File: src/rtl/fib_sequencer_if.sv
// Control and output-stream bundle for fib_sequencer.
// The sequencer takes the slave side; the controller or sink takes the master side.
interface fib_sequencer_if #(
  parameter int unsigned WIDTH     = 16,
  parameter int unsigned MAX_TERMS = 64
);
  localparam int unsigned CW = $clog2(MAX_TERMS + 1);

  logic             start;
  logic             abort;
  logic [WIDTH-1:0] seed_a;
  logic [WIDTH-1:0] seed_b;
  logic [CW-1:0]    num_terms;
  logic [1:0]       mode;
  logic [WIDTH-1:0] out_data;
  logic [CW-1:0]    out_index;
  logic             out_valid;
  logic             out_ready;
  logic             busy;
  logic             done;
  logic             overflow;

  modport master (
    output start, abort, seed_a, seed_b, num_terms, mode, out_ready,
    input  out_data, out_index, out_valid, busy, done, overflow
  );

  modport slave (
    input  start, abort, seed_a, seed_b, num_terms, mode, out_ready,
    output out_data, out_index, out_valid, busy, done, overflow
  );
endinterface

File: src/rtl/fib_sequencer.sv
// Fibonacci-type sequence source: t[0]=seed_b, t[1]=seed_a, t[k+2]=t[k]+t[k+1],
// streamed over valid/ready with wrap, saturate or stop-on-overflow policy.
module fib_sequencer #(
  parameter int unsigned WIDTH     = 16,
  parameter int unsigned MAX_TERMS = 64
) (
  input  logic           clock,
  input  logic           reset_n,
  fib_sequencer_if.slave bus
);
  localparam int unsigned CW = $clog2(MAX_TERMS + 1);
  localparam logic [1:0] MODE_SAT  = 2'd1;
  localparam logic [1:0] MODE_STOP = 2'd2;

  typedef enum logic [1:0] {S_IDLE, S_RUN, S_DONE} state_t;

  state_t           state_q, state_d;
  logic [WIDTH-1:0] a_q, a_d;
  logic             a_tag_q, a_tag_d;
  logic [CW-1:0]    num_q, num_d;
  logic [1:0]       mode_q, mode_d;
  logic [WIDTH-1:0] data_d;
  logic [CW-1:0]    index_d;
  logic             valid_d, busy_d, done_d, ovf_d;
  logic [WIDTH:0]   sum;
  logic [CW-1:0]    num_clamped;

  // Next term; bit WIDTH is the carry that gets tagged onto the a-register.
  assign sum = {1'b0, a_q} + {1'b0, bus.out_data};
  assign num_clamped = (bus.num_terms > CW'(MAX_TERMS)) ? CW'(MAX_TERMS) : bus.num_terms;

  always_comb begin
    state_d = state_q;
    a_d     = a_q;
    a_tag_d = a_tag_q;
    num_d   = num_q;
    mode_d  = mode_q;
    data_d  = bus.out_data;
    index_d = bus.out_index;
    ovf_d   = bus.overflow;
    valid_d = 1'b0;
    busy_d  = 1'b0;
    done_d  = 1'b0;

    case (state_q)
      S_IDLE: begin
        if (bus.start) begin
          num_d   = num_clamped;
          mode_d  = bus.mode;
          data_d  = bus.seed_b;
          a_d     = bus.seed_a;
          a_tag_d = 1'b0;
          index_d = '0;
          ovf_d   = 1'b0;
          state_d = (num_clamped == '0) ? S_DONE : S_RUN;
        end
      end
      S_RUN: begin
        // abort outranks an accept in the same cycle
        if (bus.abort) begin
          state_d = S_IDLE;
        end else if (bus.out_valid && bus.out_ready) begin
          if (bus.out_index == CW'(num_q - CW'(1))) begin
            state_d = S_DONE;
          end else if (mode_q == MODE_STOP && a_tag_q) begin
            state_d = S_DONE;
            ovf_d   = 1'b1;
          end else begin
            data_d  = a_q;
            index_d = CW'(bus.out_index + CW'(1));
            ovf_d   = bus.overflow | a_tag_q;
            a_tag_d = sum[WIDTH];
            a_d     = (sum[WIDTH] && mode_q == MODE_SAT) ? '1 : sum[WIDTH-1:0];
          end
        end
      end
      S_DONE:  state_d = S_IDLE;
      default: state_d = S_IDLE;
    endcase

    valid_d = (state_d == S_RUN);
    busy_d  = (state_d == S_RUN);
    done_d  = (state_d == S_DONE);
  end

  always_ff @(posedge clock) begin
    if (!reset_n) begin
      state_q       <= S_IDLE;
      a_q           <= '0;
      a_tag_q       <= 1'b0;
      num_q         <= '0;
      mode_q        <= '0;
      bus.out_data  <= '0;
      bus.out_index <= '0;
      bus.out_valid <= 1'b0;
      bus.busy      <= 1'b0;
      bus.done      <= 1'b0;
      bus.overflow  <= 1'b0;
    end else begin
      state_q       <= state_d;
      a_q           <= a_d;
      a_tag_q       <= a_tag_d;
      num_q         <= num_d;
      mode_q        <= mode_d;
      bus.out_data  <= data_d;
      bus.out_index <= index_d;
      bus.out_valid <= valid_d;
      bus.busy      <= busy_d;
      bus.done      <= done_d;
      bus.overflow  <= ovf_d;
    end
  end
endmodule

File: src/flat_wrapper.sv
// flat-port wrapper written by rule: the top's interface ports become plain ports
module fib_sequencer_flat 
#(
  parameter int unsigned WIDTH     = 16,
  parameter int unsigned MAX_TERMS = 64
)
  (clock, reset_n, bus_start, bus_abort, bus_seed_a, bus_seed_b, bus_num_terms, bus_mode, bus_out_ready, bus_out_data, bus_out_index, bus_out_valid, bus_busy, bus_done, bus_overflow);
  fib_sequencer_if #(.WIDTH(WIDTH), .MAX_TERMS(MAX_TERMS)) bus_i ();
  input  logic clock;
  input  logic reset_n;
  input wire logic [$bits(bus_i.start)-1:0] bus_start;
  input wire logic [$bits(bus_i.abort)-1:0] bus_abort;
  input wire logic [$bits(bus_i.seed_a)-1:0] bus_seed_a;
  input wire logic [$bits(bus_i.seed_b)-1:0] bus_seed_b;
  input wire logic [$bits(bus_i.num_terms)-1:0] bus_num_terms;
  input wire logic [$bits(bus_i.mode)-1:0] bus_mode;
  input wire logic [$bits(bus_i.out_ready)-1:0] bus_out_ready;
  output wire logic [$bits(bus_i.out_data)-1:0] bus_out_data;
  output wire logic [$bits(bus_i.out_index)-1:0] bus_out_index;
  output wire logic [$bits(bus_i.out_valid)-1:0] bus_out_valid;
  output wire logic [$bits(bus_i.busy)-1:0] bus_busy;
  output wire logic [$bits(bus_i.done)-1:0] bus_done;
  output wire logic [$bits(bus_i.overflow)-1:0] bus_overflow;
  assign bus_i.start = bus_start;
  assign bus_i.abort = bus_abort;
  assign bus_i.seed_a = bus_seed_a;
  assign bus_i.seed_b = bus_seed_b;
  assign bus_i.num_terms = bus_num_terms;
  assign bus_i.mode = bus_mode;
  assign bus_i.out_ready = bus_out_ready;
  assign bus_out_data = bus_i.out_data;
  assign bus_out_index = bus_i.out_index;
  assign bus_out_valid = bus_i.out_valid;
  assign bus_busy = bus_i.busy;
  assign bus_done = bus_i.done;
  assign bus_overflow = bus_i.overflow;
  fib_sequencer #(.WIDTH(WIDTH), .MAX_TERMS(MAX_TERMS)) u_core (.clock(clock), .reset_n(reset_n), .bus(bus_i));
endmodule
File: config.mk
export PLATFORM = sky130hd
export DESIGN_NAME = fib_sequencer_flat
export DESIGN_NICKNAME = d
export VERILOG_FILES = /design/src/rtl/fib_sequencer_if.sv /design/src/rtl/fib_sequencer.sv /design/src/flat_wrapper.sv
export SDC_FILE = /design/constraint.sdc
export NUM_CORES = 1
export LEC_CHECK = 0
export CAP_MARGIN = 20
export CORE_ASPECT_RATIO = 1.2
export CORE_MARGIN = 1.5
export CORE_UTILIZATION = 30
export DETAILED_ROUTE_END_ITERATION = 7
export PLACE_DENSITY = 0.65
export REMOVE_ABC_BUFFERS = 1
export SLEW_MARGIN = 10
export SYNTH_ARGS = -nofsm -noshare
export SYNTH_HDL_FRONTEND = slang
export SYNTH_SLANG_ARGS = --single-unit
File: constraint.sdc
create_clock -name clock -period 2.16 [get_ports clock]
set_input_delay 0.432 -clock clock [delete_from_list [all_inputs] [get_ports clock]]
set_output_delay 0.432 -clock clock [all_outputs]
set_load 0.02 [all_outputs]
==> flow_metrics.tcl, run 1 <==
set metrics [dict create \
    status "finished with violations" \
    failed_checks "DRC, setup timing" \
    synth.top_cell.area_share_pct 32.6 \
    final-hold-violation-count 0 \
    layout-drive-gt1-share_pct 26.4 \
    setup_slack_ns -0.219 \
    synth-compound-area-share_pct 25.3 \
    critical_path_arrival_ns 2.54 \
    synth_top_flop_cell "dfxtp_1" \
    drc 4 \
    grt_max_degree 21 \
    die_area_mm2 0.0117 \
    synth_warnings 0 \
    synthTopCellsByCount "76 x nand2_1, 54 x dfxtp_1, 23 x o22ai_1" \
    dpl_cell_area_mm2 0.00466 \
    internal_power_mw 2.18 \
    grt_usage_pct 17.5 \
    drt_iter0_drc 132 \
    hp-class "reg -> reg" \
    slew_headroom_pct 69.3 \
    tightest_slew_ns 0.459 \
    p_sw_mw 0.910 \
    seq_area_frac_synth_pct 32.6 \
    synth_edf_count 0 \
    drtAntennaViolNets 0 \
    r2r_start "u_core.num_q[0]" \
    clock.fmax_mhz 420 \
    p_per_area_mw_per_mm2 581 \
    synth_xor_area_share_pct 5.29 \
    period_needed_ns 2.38 \
    synthCells 408 \
    ios 73 \
    drt_first_pass_iters 6 \
    period_share_pct 110 \
    rsz0062_at_grt "true" \
    min-delay-start "u_core.mode_q[0]" \
    clock_skew_ns 0.00436 \
    chipWidth_um 98.9 \
    setup_viol 40 \
    synth_async_sr_flop_share_pct 0 \
    h-tree-depth 2 \
    portBuffers 72 \
    coreArea_mm2 0.0106 \
    cts_hold_buf 0 \
    num_antenna_cells 0 \
    comb_power_share_pct 34.0 \
    grt_antenna_before_repair 0 \
    cts_buffers 5 \
    grt_pass1_vias 3606 \
    fin_nets 614 \
    routed_wl_um 10300 \
    synthTopCellsByArea "dfxtp_1 33%, nand2_1 8.6%, ha_1 6.8%" \
    syn_to_final_growth_pct 60.3 \
    path_clk_slew_ns 0.07 \
    critPathMaxFanout 6 \
    peakVddDrop_mv 0.403 \
    crit_start "u_core.num_q[0]" \
    rows 41 \
    synth_most_common_cell "nand2_1" \
    muxShareOfSynthArea_pct 1.21 \
    cts_buffer_depth 2 \
    die_y_um 118 \
    grt_overflow 0 \
    slew_viol_final 0 \
    swShare_pct 29.5 \
    ys_seq_elements 54 \
    fin_area_mm2 0.00531 \
    dp_hpwl_um 7230 \
    postSynthAreaPerCell_um2 8.12 \
    syn-cell-area_mm2 0.00331 \
    grt_pass1_wl_um 16800 \
    maxCapViolCount 0 \
    cp-end-kind "register" \
    vias_per_cell 5.24 \
    gp_congestion 0.853 \
    synth_area_leader_cell "dfxtp_1" \
    vias 3560 \
    synth-adder-area-share_pct 7.40 \
    start_util_pct 31.2 \
    clk_latency_ns 0.29 \
    synth_cell_types 56 \
    cts-root-buf "clkbuf_16" \
    yosys.area_share.simple_pct 23.7 \
    crit_type "reg -> reg" \
    power.leakage_nw 2.33 \
    wl_per_cell_um 15.2 \
    clock_sinks 54 \
    seq_power_share_pct 36.2 \
    required_ns 2.32 \
    clkPwrFrac_pct 29.7 \
    synth_top_family_by_area "compound AO/OA/AOI/OAI gates" \
    place_ws_ns -0.260 \
    cts_tree "done" \
    cp-start-kind "register" \
]
-- cells in the final DEF (no fill, tap or decap), types with 4 or more instances in the layout --
cell,count
buf_16,4
nand2_1,76
nand4_1,4
nand2b_1,6
mux2i_1,4
nor2_1,18
nor3_1,6
nand3b_1,8
buf_12,5
xnor2_1,13
a21oi_2,5
buf_6,7
o22ai_1,13
o21ai_0,10
ha_1,16
dfxtp_1,52
o211ai_1,5
nand3_1,20
clkdlybuf4s50_1,71
o211a_1,16
a21oi_1,11
clkbuf_16,5
a21boi_0,10
o22ai_2,10
buf_4,68
inv_1,4
a31o_2,4
and3_1,4
a31oi_1,6
xor2_1,6
-- sequential cells by signal (all words and copies together), names as in the netlist --
| register | cells |
|---|---|
| u_core.a_tag_q | 1 |
| u_core.bus.out_index | 7 |
| u_core.bus.out_data | 16 |
| u_core.bus.out_valid | 1 |
| u_core.a_q | 16 |
| u_core.bus.overflow | 1 |
| u_core.bus.done | 1 |
| u_core.state_q | 2 |
| u_core.num_q | 7 |
| u_core.mode_q | 2 |
-- kinds of logic after synthesis --
logic type      count (synthesis)
compound gates                116
fa+ha+maj                      19
mux                             4
buf+inv                        31
flops                          54
xor+xnor                       20
simple gates                  164
-- power groups by stage --
stage	Clock [mW]	Combinational (mW)	Sequential, mW
after floorplan	0	0.396	1.17
after global placement	0	0.865	1.13
after detailed placement	0	0.881	1.14
after CTS	0.934	1.01	1.12
after global routing	0.980	1.13	1.13
final	0.917	1.05	1.12
-- path summary, 6_finish.rpt --
check | end | slack (ns) | cells past startpoint
max | u_core.a_q[14] | -0.22 | 11
min | u_core.mode_q[0] | 0.48 | 2
max reg2reg | u_core.a_q[14] | -0.22 | 11
min reg2reg | u_core.mode_q[0] | 0.48 | 2
-- area by class of cell --
cell class	count	area, um^2
Multi-Input combinational cell	324	2330
Inverter	6	22.5
Fill cell	957	5310
Clock buffer	5	125
Sequential cell	54	1080
Tap cell	129	161
Clock inverter	3	40.0
Timing Repair Buffer	158	1550
-- routing by layer --
metal	track usage, %	wire length (um)
met3	2.43	323
met5	0	0
met2	32.3	5430
met1	20.1	4320
met4	6.79	224
-- critical path, cell delays in order (launching register included) --
cell	delay, ns
dfxtp_2	0.33
inv_2	0.06
ha_4	0.13
or3b_4	0.37
a211oi_2	0.23
nand4b_1	0.20
o31ai_4	0.27
o21ai_4	0.13
buf_16	0.19
buf_6	0.12
o211ai_1	0.09
o221ai_1	0.12
-- what timing repair did --
item	4_1_cts	5_1_grt
gates cloned	5	0
setup endpoints to repair	42	42
buffers inserted	9	3
resized for setup	46	15
pin swaps	15	10
-- metrics by stage --
step / setup TNS [ns] / instances / power, mW / hold slack [ns] / util, %
2_1_floorplan: -35.84 / 383 / 1.57 / 0.445 / -
3_3_place_gp: -6.14 / 656 / 2.00 / 0.461 / 43.9
3_5_place_dp: -7.79 / 656 / 2.02 / 0.468 / 43.9
4_1_cts: -5.89 / 677 / 3.06 / 0.481 / 49.1
5_1_grt: -10.52 / 679 / 3.24 / 0.506 / 50.0
6_report: -6.61 / 679 / 3.09 / 0.482 / 50.0
No activity file was read; power rests on OpenSTA's default activity.
==> run 2: changes to the inputs <==
- CTS_BUF_LIST: unset -> sky130_fd_sc_hd__clkbuf_8
==> run 2 against run 1 <==
  * Global-route usage down 0.83 points
  * Cell area fell by 3.8%
  * Count of clock-buffer cells in the layout unchanged
  * Non-clock buffer count fell by 4
  * Final cell count fell by 0.74%
  * First-iteration DRC count fell by 21%
  * Flip-flop and latch count is the same
  * Power decreased by 9.3%
  * Worst hold slack improved by 0.0043 ns
  * Setup slack better by 0.076 ns
  * Routed wire length fell by 3.4%
  * Highest routed layer unchanged
  * The flow still finishes with violations (DRC, setup timing)
==> flow_metrics.tcl, run 2 (same netlist as run 1, synthesis figures left out) <==
set metrics [dict create \
    grt_antenna_before_repair 0 \
    routed_wl_um 9950 \
    r2r_start "u_core.num_q[0]" \
    total_power_mw 2.80 \
    gp_congestion 0.853 \
    layout_common_cells "76 x nand2_1, 73 x buf_4, 71 x clkdlybuf4s50_1" \
    cp-end-kind "register" \
    clock_sinks 54 \
    p_per_area_mw_per_mm2 548 \
    drt_iter0_drc 104 \
    critPathMaxFanout 15 \
    ios 73 \
    grt_overflow 0 \
    slew_viol_final 0 \
    start_util_pct 31.2 \
    grt_usage_pct 16.7 \
    wl_per_cell_um 14.8 \
    num_antenna_cells 0 \
    met2WireLength_um 5130 \
    drtAntennaViolNets 0 \
    wl_met3_um 318 \
    period_needed_ns 2.30 \
    grt_max_degree 21 \
    cts_buffers 5 \
    dp_cells 656 \
    final-hold-violation-count 0 \
    regArea_mm2 0.00109 \
    period_share_pct 107 \
    rsz0062_at_grt "true" \
    portBuffers 72 \
    chipWidth_um 98.9 \
    fillers 986 \
    required_ns 2.37 \
    setup_slack_ns -0.143 \
    vias 3562 \
    drc 4 \
    mostFrequentLayoutCell "nand2_1" \
    grt_pass1_wl_um 16100 \
    path_clk_slew_ns 0.11 \
    h-tree-depth 2 \
    multiInputGateArea_mm2 0.00232 \
    grt_pass1_vias 3497 \
    failed_checks "DRC, setup timing" \
    crit_start "u_core.num_q[0]" \
    peakVddDrop_mv 0.344 \
    dp_hpwl_um 7230 \
    slew_headroom_pct 67.7 \
    rows 41 \
    drt_first_pass_iters 7 \
    power.leakage_nw 2.23 \
    setup_viol 39 \
    cts_tree "done" \
    layout-drive-gt1-share_pct 25.7 \
    hp-class "reg -> reg" \
    syn_to_final_growth_pct 54.3 \
    min-delay-start "u_core.a_q[8]" \
    cp-start-kind "register" \
    clk_latency_ns 0.31 \
    die_y_um 118 \
    dpl_cell_area_mm2 0.00466 \
    wl_met1_um 4210 \
    tightest_slew_ns 0.483 \
    cts-root-buf "clkbuf_8" \
    crit_type "reg -> reg" \
    top_layer "met4" \
    clock_skew_ns 0.00799 \
    fin_util_pct 48.1 \
    top_regs "u_core.a_q x16, u_core.bus.out_data x16" \
    maxCapViolCount 0 \
    clock.fmax_mhz 434 \
    vias_per_cell 5.28 \
    critical_path_arrival_ns 2.51 \
    cts_buffer_depth 2 \
    fin_area_mm2 0.00511 \
    fin_nets 609 \
    final_cells 674 \
    status "finished with violations" \
    coreArea_mm2 0.0106 \
    die_area_mm2 0.0117 \
]
## run 2: worst paths after layout
check                           cells after the start                      to  slack, ns
worst max register to register                     10  u_core.bus.out_data[8]      -0.14
worst max-delay path                               10  u_core.bus.out_data[8]      -0.14
worst min register to register                      2           u_core.a_q[8]       0.49
worst min-delay path                                2           u_core.a_q[8]       0.49
## run 2: final cells by class
cell class | instances | share of cell area (%)
Inverter | 6 | 0.441
Multi-Input combinational cell | 323 | 45.4
Timing Repair Buffer | 154 | 27.6
Tap cell | 129 | 3.16
Clock buffer | 5 | 1.35
Sequential cell | 54 | 21.3
Clock inverter | 3 | 0.784
## run 2: repair_timing
item	in CTS	in global routing
setup endpoints to repair	42	43
buffers inserted	6	4
pin swaps	15	13
cloned	1	0
gates resized for setup	40	14
hold buffers	0	0
endpoints found under the hold margin	0	0
## run 2: worst max-delay path: stages (launching register included)
cell,delay [ns]
dfxtp_2,0.34
inv_2,0.06
ha_4,0.13
or3b_1,0.35
a211oi_2,0.20
nand4b_1,0.20
o31ai_4,0.28
o21ai_4,0.11
buf_12,0.18
buf_12,0.15
o211a_1,0.20
## run 2: metal layers
layer	vias up	global-route usage, %
li1	1767	-
met1	1693	19.4
met2	78	30.4
met3	24	2.49
met4	0	6.34
met5	-	0
## run 2: where the power goes
| part | internal [mW] | switching, mW |
|---|---|---|
| Sequential | 1.07 | 0.0553 |
| Clock | 0.342 | 0.353 |
| Combinational | 0.526 | 0.458 |
| Total | 1.93 | 0.867 |
## run 2: per-stage QoR
step	hold slack, ns	setup slack (ns)	TNS [ns]
final	0.486	-0.143	-4.18
after global routing	0.502	-0.243	-8.93
after CTS	0.485	-0.213	-5.72
after detailed placement	0.468	-0.260	-7.79
after global placement	0.461	-0.221	-6.14
after floorplan	0.445	-1.01	-35.84
==> run 3: changes to the inputs <==
- PLACE_DENSITY: 0.65 -> 0.63
- clock period: 2.16 -> 2.9 ns (I/O delays scaled with it)
==> run 3 against run 2 <==
  * The run ends with DRC left
  * Maximum frequency is 12% lower
  * Via count is 10% lower
  * Sequential share of layout area is 4.1 points higher
  * Cell area is 17% lower
  * Routed wire length is 11% lower
  * Count of clock-buffer cells in the layout stayed put
  * Final cell count is 11% lower
  * Non-clock buffer count is 72 lower
  * Global-route usage is 1.4 points lower
  * Worst hold slack worse by 0.0040 ns
==> flow_metrics.tcl, run 3 (same netlist as run 1, synthesis figures left out) <==
set metrics [dict create \
    dp_hpwl_um 6500 \
    mostFrequentLayoutCell "nand2_1" \
    die_area_mm2 0.0117 \
    grt_pass1_vias 3134 \
    peakVddDrop_mv 0.193 \
    total_power_mw 1.84 \
    required_ns 3.11 \
    drc 4 \
    gp_congestion 0.843 \
    cts_buffers 5 \
    drt_first_pass_iters 7 \
    slew_viol_final 0 \
    crit_top_cell "a31oi_1" \
    drt_iter0_drc 115 \
    chipWidth_um 98.9 \
    period_needed_ns 2.61 \
    wl_per_cell_um 14.7 \
    tightest_slew_ns 0.466 \
    layout-drive-gt1-share_pct 6.34 \
    cts_tree "done" \
    fin_area_mm2 0.00426 \
    drtAntennaViolNets 0 \
    power.leakage_nw 1.80 \
    rows 41 \
    routed_wl_um 8860 \
    top_regs "u_core.a_q x16, u_core.bus.out_data x16" \
    start_util_pct 31.2 \
    cp-start-kind "register" \
    fin_nets 537 \
    critPathMaxFanout 6 \
    clock_skew_ns 0.0191 \
    coreArea_mm2 0.0106 \
    rsz0062_at_grt "false" \
    critPathBufInv 1 \
    cp_slowest_cell "fa_1" \
    clock_sinks 54 \
    clock.fmax_mhz 384 \
    final-hold-violation-count 0 \
    failed_checks "DRC" \
    grt_pass1_wl_um 14700 \
    slowest_delay_ns 0.41 \
    timing.hold.ws_ns 0.482 \
    status "finished with violations" \
    setup_viol 0 \
    cts_hold_buf 0 \
    cts_setup_buffers 0 \
    hp-class "reg -> reg" \
    dpl_cell_area_mm2 0.00416 \
    regToRegSetupSlack_ns 0.29 \
    period_share_pct 89.9 \
    grt_usage_pct 15.3 \
    clk_latency_ns 0.32 \
    h-tree-depth 2 \
    crit_type "reg -> reg" \
    vias_per_cell 5.30 \
    grt_max_degree 37 \
    critical_path_arrival_ns 2.82 \
    path_clk_slew_ns 0.11 \
    vias 3193 \
    p_per_area_mw_per_mm2 431 \
    syn_to_final_growth_pct 28.6 \
    slew_headroom_pct 68.8 \
    cts-resized-gates 0 \
    portBuffers 72 \
    grt_overflow 0 \
    cts_buffer_depth 2 \
    cts-root-buf "clkbuf_8" \
    num_antenna_cells 0 \
    crit_family "compound AO/OA/AOI/OAI gates" \
    layout_common_cells "76 x nand2_1, 71 x clkdlybuf4s50_1, 54 x dfxtp_1" \
    cp-end-kind "register" \
    grt_antenna_before_repair 0 \
    path_cells "ha_1 > fa_1 > a21o_1 > nand3_1 > a31oi_1 > a31oi_1 > o21ai_1 > buf_4 > o21ai_0 > o22ai_1" \
    maxCapViolCount 0 \
    die_y_um 118 \
    ios 73 \
]
## run 3: changes by cell type in the layout (fill, tap and decap cells not counted), sizes merged
cell,previous run,this run
clkinv,2,1
inv,6,8
bufinv,1,0
buf,83,11
## run 3: through the flow
stage,instances,setup WS (ns),util [%],TNS [ns]
after CTS,602,0.304,40.1,0
after floorplan,383,-0.267,-,-6.25
after detailed placement,594,0.314,39.2,0
final,602,0.292,40.1,0
after global routing,602,0.0693,40.1,0
after global placement,594,0.391,39.2,0
## run 3: worst paths after layout
check	start	endpoint	cells after the start
hold / removal	u_core.a_q[8]	u_core.a_q[8]	2
setup / recovery	u_core.bus.out_data[0]	u_core.a_q[6]	10
hold reg to reg	u_core.a_q[8]	u_core.a_q[8]	2
setup reg to reg	u_core.bus.out_data[0]	u_core.a_q[6]	10
## run 3: layout make-up
class                      instances  area, um^2
clock buffer                       5        68.8
clock inverter                     3        28.8
fill                            1081        6360
inverter                           6        22.5
multi-input combinational        323        2090
sequential                        54        1080
tap                              129         161
timing repair buffer              82         803
## run 3: metal layers
metal  part of all wire [%]  global-route usage (%)  vias up
li1                       -                       -     1614
met1                     44                    18.4     1491
met2                     50                    27.1       73
met3                    4.7                    2.85       15
met4                    1.7                    4.55        0
met5                      0                       0        -
## run 3: tightest hold or removal path: cells and delay by family, from the launching register on
kind | cells | cell delay (ns)
compound gates | 1 | 0.05
flops | 1 | 0.34
simple gates | 1 | 0.06
## run 3: where the power goes
part	switching [mW]	internal [mW]
registers	0.0457	0.792
clock network	0.290	0.182
logic	0.271	0.254
